[src/rtl/sdram_burst_arbiter_pkg.sv]
// Shared definitions for the SDRAM burst arbiter: FSM states, grant bit
// positions and the default write-starvation threshold.
package sdram_burst_arbiter_pkg;

  typedef enum logic [1:0] {
    IDLE      = 2'd0,
    GNT_WR    = 2'd1,
    GNT_RD    = 2'd2,
    ZERO_DONE = 2'd3
  } arb_state_e;

  localparam int unsigned GNT_WR_BIT          = 0;
  localparam int unsigned GNT_RD_BIT          = 1;
  localparam int unsigned WR_WAIT_MAX_DEFAULT = 64;

endpackage

[src/rtl/sdram_burst_arbiter.sv]
// Two-requester (write/read) burst arbiter in front of an SDRAM controller.
// Read has fixed priority on a tie. Defining ARB_STARVE_GUARD_EN adds a
// saturating wait counter that lets a starved write win ties once it has
// waited WR_WAIT_MAX cycles.
// Zero-length bursts are never forwarded; they are finished locally via
// the ZERO_DONE state.
module sdram_burst_arbiter
  import sdram_burst_arbiter_pkg::*;
#(
  parameter int unsigned ADDR_BITS     = 24,
  parameter int unsigned BUSRT_BITS    = 10,
  parameter int unsigned MEM_DATA_BITS = 16,
  parameter int unsigned WR_WAIT_MAX   = WR_WAIT_MAX_DEFAULT
) (
  input  logic                     clk,
  input  logic                     rst_n,
  // write requester
  input  logic                     wr_req,
  input  logic [BUSRT_BITS-1:0]    wr_len,
  input  logic [ADDR_BITS-1:0]     wr_addr,
  input  logic [MEM_DATA_BITS-1:0] wr_data,
  output logic                     wr_data_req,
  output logic                     wr_finish,
  // read requester
  input  logic                     rd_req,
  input  logic [BUSRT_BITS-1:0]    rd_len,
  input  logic [ADDR_BITS-1:0]     rd_addr,
  output logic                     rd_data_valid,
  output logic [MEM_DATA_BITS-1:0] rd_data,
  output logic                     rd_finish,
  // controller write side
  output logic                     mem_wr_burst_req,
  output logic [BUSRT_BITS-1:0]    mem_wr_burst_len,
  output logic [ADDR_BITS-1:0]     mem_wr_burst_addr,
  output logic [MEM_DATA_BITS-1:0] mem_wr_burst_data,
  input  logic                     mem_wr_burst_data_req,
  input  logic                     mem_wr_burst_finish,
  // controller read side
  output logic                     mem_rd_burst_req,
  output logic [BUSRT_BITS-1:0]    mem_rd_burst_len,
  output logic [ADDR_BITS-1:0]     mem_rd_burst_addr,
  input  logic                     mem_rd_burst_data_valid,
  input  logic [MEM_DATA_BITS-1:0] mem_rd_burst_data,
  input  logic                     mem_rd_burst_finish,
  // ownership
  output logic [1:0]               grant
);

  arb_state_e              state_q, state_d;
  logic [1:0]              grant_q, grant_d;
  logic [BUSRT_BITS-1:0]   len_q, len_d;
  logic [ADDR_BITS-1:0]    addr_q, addr_d;
  logic                    wr_first;

`ifdef ARB_STARVE_GUARD_EN
  localparam int unsigned WAIT_W = $clog2(WR_WAIT_MAX + 1);

  logic [WAIT_W-1:0] wait_q, wait_d;

  // Saturating count of cycles a write request sits ungranted
  always_comb begin
    wait_d = wait_q;
    if (grant_q[GNT_WR_BIT]) begin
      wait_d = '0;
    end else if (wr_req && (wait_q < WAIT_W'(WR_WAIT_MAX))) begin
      wait_d = wait_q + 1'b1;
    end
  end

  // Wait counter register
  always_ff @(posedge clk or negedge rst_n) begin
    if (!rst_n) begin
      wait_q <= '0;
    end else begin
      wait_q <= wait_d;
    end
  end

  assign wr_first = wr_req && (wait_q >= WAIT_W'(WR_WAIT_MAX));
`else
  assign wr_first = 1'b0;
`endif

  // State, owner and captured burst descriptor registers
  always_ff @(posedge clk or negedge rst_n) begin
    if (!rst_n) begin
      state_q <= IDLE;
      grant_q <= '0;
      len_q   <= '0;
      addr_q  <= '0;
    end else begin
      state_q <= state_d;
      grant_q <= grant_d;
      len_q   <= len_d;
      addr_q  <= addr_d;
    end
  end

  // Arbitration and burst sequencing
  always_comb begin
    state_d = state_q;
    grant_d = grant_q;
    len_d   = len_q;
    addr_d  = addr_q;
    unique case (state_q)
      IDLE: begin
        if (rd_req && !wr_first) begin
          state_d             = GNT_RD;
          grant_d             = '0;
          grant_d[GNT_RD_BIT] = 1'b1;
          len_d               = rd_len;
          addr_d              = rd_addr;
        end else if (wr_req) begin
          state_d             = GNT_WR;
          grant_d             = '0;
          grant_d[GNT_WR_BIT] = 1'b1;
          len_d               = wr_len;
          addr_d              = wr_addr;
        end
      end
      GNT_WR: begin
        if (len_q == '0) begin
          state_d = ZERO_DONE;
        end else if (mem_wr_burst_finish) begin
          state_d = IDLE;
          grant_d = '0;
        end
      end
      GNT_RD: begin
        if (len_q == '0) begin
          state_d = ZERO_DONE;
        end else if (mem_rd_burst_finish) begin
          state_d = IDLE;
          grant_d = '0;
        end
      end
      ZERO_DONE: begin
        state_d = IDLE;
        grant_d = '0;
      end
      default: begin
        state_d = IDLE;
        grant_d = '0;
      end
    endcase
  end

  assign grant             = grant_q;
  assign mem_wr_burst_req  = (state_q == GNT_WR) && (len_q != '0);
  assign mem_rd_burst_req  = (state_q == GNT_RD) && (len_q != '0);
  assign mem_wr_burst_len  = len_q;
  assign mem_wr_burst_addr = addr_q;
  assign mem_rd_burst_len  = len_q;
  assign mem_rd_burst_addr = addr_q;
  assign mem_wr_burst_data = wr_data;
  assign rd_data           = mem_rd_burst_data;
  assign wr_data_req       = mem_wr_burst_data_req & grant_q[GNT_WR_BIT];
  assign rd_data_valid     = mem_rd_burst_data_valid & grant_q[GNT_RD_BIT];
  // Forwarded bursts finish on the controller strobe; zero-length ones finish
  // in ZERO_DONE on whichever side still holds the grant.
  assign wr_finish = ((state_q == ZERO_DONE) && grant_q[GNT_WR_BIT]) ||
                     (mem_wr_burst_req && mem_wr_burst_finish);
  assign rd_finish = ((state_q == ZERO_DONE) && grant_q[GNT_RD_BIT]) ||
                     (mem_rd_burst_req && mem_rd_burst_finish);

endmodule

[config.mk]
export PLATFORM = sky130hd
export DESIGN_NAME = sdram_burst_arbiter
export DESIGN_NICKNAME = d
export VERILOG_FILES = /design/src/rtl/sdram_burst_arbiter_pkg.sv /design/src/rtl/sdram_burst_arbiter.sv
export SDC_FILE = /design/constraint.sdc
export NUM_CORES = 1
export LEC_CHECK = 0
export CORE_AREA = 3 3 83 85
export CTS_CLUSTER_DIAMETER = 40
export DETAILED_ROUTE_END_ITERATION = 6
export DIE_AREA = 0 0 86 88
export DONT_BUFFER_PORTS = 1
export PLACE_DENSITY = 0.54
export SLEW_MARGIN = 20
export SYNTH_ARGS = -nofsm -noshare
export SYNTH_HDL_FRONTEND = slang
export SYNTH_SLANG_ARGS = --single-unit
[constraint.sdc]
create_clock -name clk -period 2.3 [get_ports clk]
set_input_delay 0.46 -clock clk [delete_from_list [all_inputs] [get_ports clk]]
set_output_delay 0.46 -clock clk [all_outputs]
set_load 0.02 [all_outputs]
Yosys cells after proc, flatten, opt, wreduce, memory -nomap -nowiden --
Index checks and enable logic that the tools add are counted.
Storage, ports and cells: logic and storage cells 45, input bits 108, flip-flop bits (word level) 38, output and inout port bits 108
Operators by class: bitwise logic cells 2, reductions and logical operators 15, muxes and demuxes 14, eq/ne operators 10
Operators with widths (count):
- 24-bit 2-to-1 mux | 2
- 10-bit 2-to-1 mux | 2
- 2-bit 2-to-1 mux | 8
- 2-bit one-hot mux with 4 select lines | 2
- 10-bit zero test | 1
- 10-bit nonzero test | 1
- 3-bit inequality test, second input constant | 3
- 2-bit inequality test, second input constant | 4
- 1-bit logical AND | 6
- 5-bit AND reduction | 1
- 2-bit equality test, second input constant | 2
- 3-bit AND reduction | 1
- 1-bit bitwise AND | 2
- 2-bit by 1-bit equality test with 1-bit output, second input constant | 1
- 2-bit zero test | 1
- 1-bit logical OR | 2
- 2-bit AND reduction | 1
- 2-bit nonzero test | 1

Logic depth before layout (Yosys ltp) --
depth after elaboration 4, mapped depth 7, depth with buffers taken out 6

Worst setup path after synthesis --
Ideal clock, no wire load.
path kind flip-flop to output port, start point register len_q[5], in the netlist mem_rd_burst_len[5], end point output port rd_finish, setup slack 0.359 ns, path buffers 0, cell stages (with the launch flop) 5, required time 1.840 ns, arrival 1.481 ns, cell sequence dfrtp_1 nor4_2 nand3_2 and2_1 a22o_1
On the way: longest elaborated chain between the ends 4
RTL lines:
- from (decl) | RTL line sdram_burst_arbiter.sv:51 | logic [BUSRT_BITS-1:0] len_q, len_d;
- from (signal assigned) | RTL line sdram_burst_arbiter.sv:94 | len_q <= len_d;
- 10-bit nonzero test | RTL line sdram_burst_arbiter.sv:150 | assign mem_rd_burst_req = (state_q == GNT_RD) && (len_q != '0);
- 1-bit logical AND | RTL line sdram_burst_arbiter.sv:150
- net mem_rd_burst_req | RTL line sdram_burst_arbiter.sv:39 | output logic mem_rd_burst_req,
- 1-bit logical AND | RTL line sdram_burst_arbiter.sv:164 | (mem_rd_burst_req && mem_rd_burst_finish);
- 1-bit logical OR | RTL line sdram_burst_arbiter.sv:163 | assign rd_finish = ((state_q == ZERO_DONE) && grant_q[GNT_RD_BIT]) ||
- to (decl) | RTL line sdram_burst_arbiter.sv:30 | output logic rd_finish,
The timed path passes the listed nets, and every way through them passes these cells.

Worst setup path after layout --
start point register len_q[6], in the netlist mem_rd_burst_len[6], end point output port rd_finish
On the way: longest elaborated chain between the ends 4
RTL lines (RTL line):
- 10-bit nonzero test | sdram_burst_arbiter.sv:150
- 1-bit logical AND | sdram_burst_arbiter.sv:150
- 1-bit logical AND | sdram_burst_arbiter.sv:164
- 1-bit logical OR | sdram_burst_arbiter.sv:163
Every way passes these cells.

==> Flow_metrics.wiki <==
{| class="wikitable"
! Metric !! Value
|-
| Global routing met1 resource utilization || a little over an eighth
|-
| Run status || complete, no violations
|-
| Max-slew violation total from the final report || 0
|-
| Maximum buffer depth of the clock tree || 2
|-
| Via Count || 1401
|-
| Source-to-sink clock delay at the later pin of the worst-skew pair || ~0.28 ns
|-
| Final worst clock skew || approximately 0.0098 ns
|-
| Mean area per synthesized cell || around 9.6 um2
|-
| Syn Nets || about 370
|-
| Actual transition at the worst max-transition pin || 0.438 ns
|-
| Proportion of synthesized chip area in sequential cells || 39.2%
|-
| GRT Resource Usage Total || a little under an eighth
|-
| Required time of the critical path || roughly 1.8 ns
|-
| Setup violators final || 0
|-
| Largest net degree at the start of global routing || a little under 70
|-
| Remaining global-route overflow || 0
|-
| Max-cap viol count || 0
|-
| Leakage power of the design || approximately 1.0 nW
|-
| Hold violation total from the final report || 0
|-
| TritonCTS clock tree || built
|-
| Root buffer selected by CTS || sky130_fd_sc_hd__clkbuf_8
|-
| Initial antenna violation count || 0
|-
| Total clock sinks || 38
|-
| Crit-path slowest cell || sky130_fd_sc_hd__dfrtp_1
|-
| Iter 0 DRT Violations || 39
|-
| Horiz. Die Dim || approximately 86 um
|-
| Routed Antenna Nets || 0
|-
| H-tree depth || 2
|-
| Final Wtd Congestion || around 0.66
|-
| Power density over the cells || 1610 nW/um2
|-
| Crit path DAT || between 1.5 and 2 ns
|-
| Nature of the critical path startpoint || register
|-
| GR met3 Demand/Resource || under 10%
|-
| Vias in the first global route || about 1400
|-
| ANT cells || 0
|-
| DPL Wire Length || 3450 um
|-
| Sequence of cells on the critical path || nor4_2 > nand3_2 > and2_1 > a22o_1
|-
| Setup repair after global routing missed its margin || no
|-
| Sum Neg Setup Slack || 0 ns
|-
| Final cycle utilization of the critical path || between 90% and 100%
|-
| Total power of the final layout || 3.50 mW
|-
| Largest stage delay on the critical path || 0.55 ns
|-
| DRC violation count after routing || 0
|-
| Starting density of the core || about two fifths
|-
| Die footprint || ~7600 um2
|-
| Warning count from the yosys run || 0
|-
| Global-route wire length before repair || 6890 um
|-
| Row count || 29
|-
| PortBufs || 0
|-
| Post-Route Hold Slack || between 0.007 and 0.008 ns
|-
| Hold crit path type || in -> async
|-
| Relative area change from synthesis to final layout || -10.1%
|-
| Synthesized cell area || roughly 2400 um2
|-
| Critical Path End Type || output pin
|-
| Die H || slightly below 90 um
|-
| Number of clock buffers inserted by TritonCTS || 5
|-
| Post CTS Setup Buffer Count || 0
|-
| Core region area || roughly 6300 um2
|-
| Peak-usage layer in the global routing report || met2
|-
| Synthesized instance count || around 250
|-
| Number of nets in the final layout || 306
|-
| GR Layer Usage met2 || between 10% and 20%
|-
| Register clock-pin slew on the reported worst setup and hold paths || about 0.070 ns
|-
| Slew Limit Headroom || a little over two thirds
|-
| Routed wirelength normalized by instance count || around 17 um
|-
| Layout cell share with drive strength beyond 1 || around an eighth
|-
| Number of different library cells in the post-synthesis netlist || 22
|-
| Most common library cell in the layout ignoring fill and taps || sky130_fd_sc_hd__dfrtp_1
|-
| Flip-flop and latch count after synthesis || 38
|-
| Ports placed on the boundary || roughly 220
|-
| Max Freq || about 0.45 GHz
|-
| Avg Vias per Cell || roughly 5.2
|-
| Number of detailed-routing iterations run before antenna repair || 3
|-
| Wirelength, routed || 4640 um
|-
| Critical path start-end classification || reg -> out
|-
| Post-route minimum period || approximately 2.2 ns
|-
| Highest net fanout along the worst path || 5
|-
| Max VDD drop || between 0.8 and 0.9 mV
|-
| Commonest cells after routing, fill and taps aside || 38 x sky130_fd_sc_hd__dfrtp_1, 35 x sky130_fd_sc_hd__mux2i_1, 34 x sky130_fd_sc_hd__nand2_1, 34 x sky130_fd_sc_hd__o21ai_0, 9 x sky130_fd_sc_hd__buf_4
|}
[worst max-delay path: cells and delay by family (launching register included)]
| family | cells | cell delay (ns) |
|---|---|---|
| AOI/OAI and AO/OA | 1 | 0.28 |
| DFF | 1 | 0.55 |
| and+or+nand+nor | 3 | 0.64 |
[per-layer routing]
layer,vias to the layer above,wire length (um),part of all wire (%)
met5,-,0,0
met4,0,50,1.1
met3,8,528,11
met2,96,2290,49
met1,639,1780,38
li1,658,-,-
[power by group]
| part | internal, mW | leakage (nW) | switching (mW) |
|---|---|---|---|
| logic | 0.442 | 0.528 | 0.705 |
| registers | 0.981 | 0.470 | 0.909 |
| clock network | 0.242 | 0.0482 | 0.227 |
| total | 1.66 | 1.05 | 1.84 |
[layout make-up]
cell class	instances	area, um2
flip-flops and latches	38	951
fillers	667	4100
well taps	77	96.3
repair buffers	11	108
clock inverters	1	5.00
clock buffers	7	86.3
multi-input cells	132	917
inverters	5	18.8
[logic make-up (layout without fill, tap and decap cells)]
kind of cell             count (synthesis)  after routing  share of synthesized area [%]
flip-flops                              38             38                           39.2
adder cells (fa/ha/maj)                  5              5                           2.58
AND/OR/NAND/NOR                         46             46                           8.97
multiplexers                            37             37                           15.4
AO/OA/AOI/OAI                           44             44                           10.4
buffers and inverters                   82             24                           23.5
[synthesized netlist by cell type (all sizes together)]
master / number / area (um2)
clkbuf: 4 / 15.0
inv: 5 / 18.8
a221oi: 1 / 15.0
ha: 5 / 62.6
nand3: 1 / 10.0
nor2: 3 / 11.3
buf: 73 / 537
mux2i: 35 / 350
o22a: 2 / 17.5
and2: 5 / 31.3
a21oi: 2 / 10.0
nor4: 2 / 25.0
a22o: 3 / 26.3
nand2: 34 / 128
dfrtp: 38 / 951
o21ai: 36 / 184
nor3b: 1 / 12.5
mux2: 2 / 22.5
[stage by stage]
| step | utilization [%] | setup WS (ns) | cell area [um2] | std cells |
|---|---|---|---|---|
| global route | 34.8 | 0.0124 | 2180 | 271 |
| CTS | 34.8 | 0.0790 | 2180 | 271 |
| detailed placement | 33.0 | 0.397 | 2070 | 262 |
| global placement | 33.0 | 0.420 | 2070 | 262 |
| floorplan | - | 0.359 | 2430 | 252 |
| finish | 34.8 | 0.0958 | 2180 | 271 |
[state kept, by name (all words and copies together) (netlist names)]
name,count
mem_rd_burst_len,10
state_q,2
grant,2
mem_rd_burst_addr,24
[timing repair]
action,in CTS,in global routing
endpoints found under the hold margin,38,0
gates resized for setup,0,0
hold buffers,1,0
[worst paths after layout]
kind / slack, ns / from / cells after the start / endpoint
setup / recovery: 0.1 / mem_rd_burst_len[6] / 4 / rd_finish
hold / removal: 0.008 / rst_n / 1 / mem_rd_burst_addr[10]
setup reg to reg: 0.60 / state_q[0] / 6 / grant[0]
hold reg to reg: 0.57 / state_q[0] / 1 / state_q[0]
max in group asynchronous: 2.09 / rst_n / 1 / mem_rd_burst_addr[19]
min in group clk: 0.37 / wr_addr[0] / 2 / mem_rd_burst_addr[0]
Power figures use the tool's default switching activity.
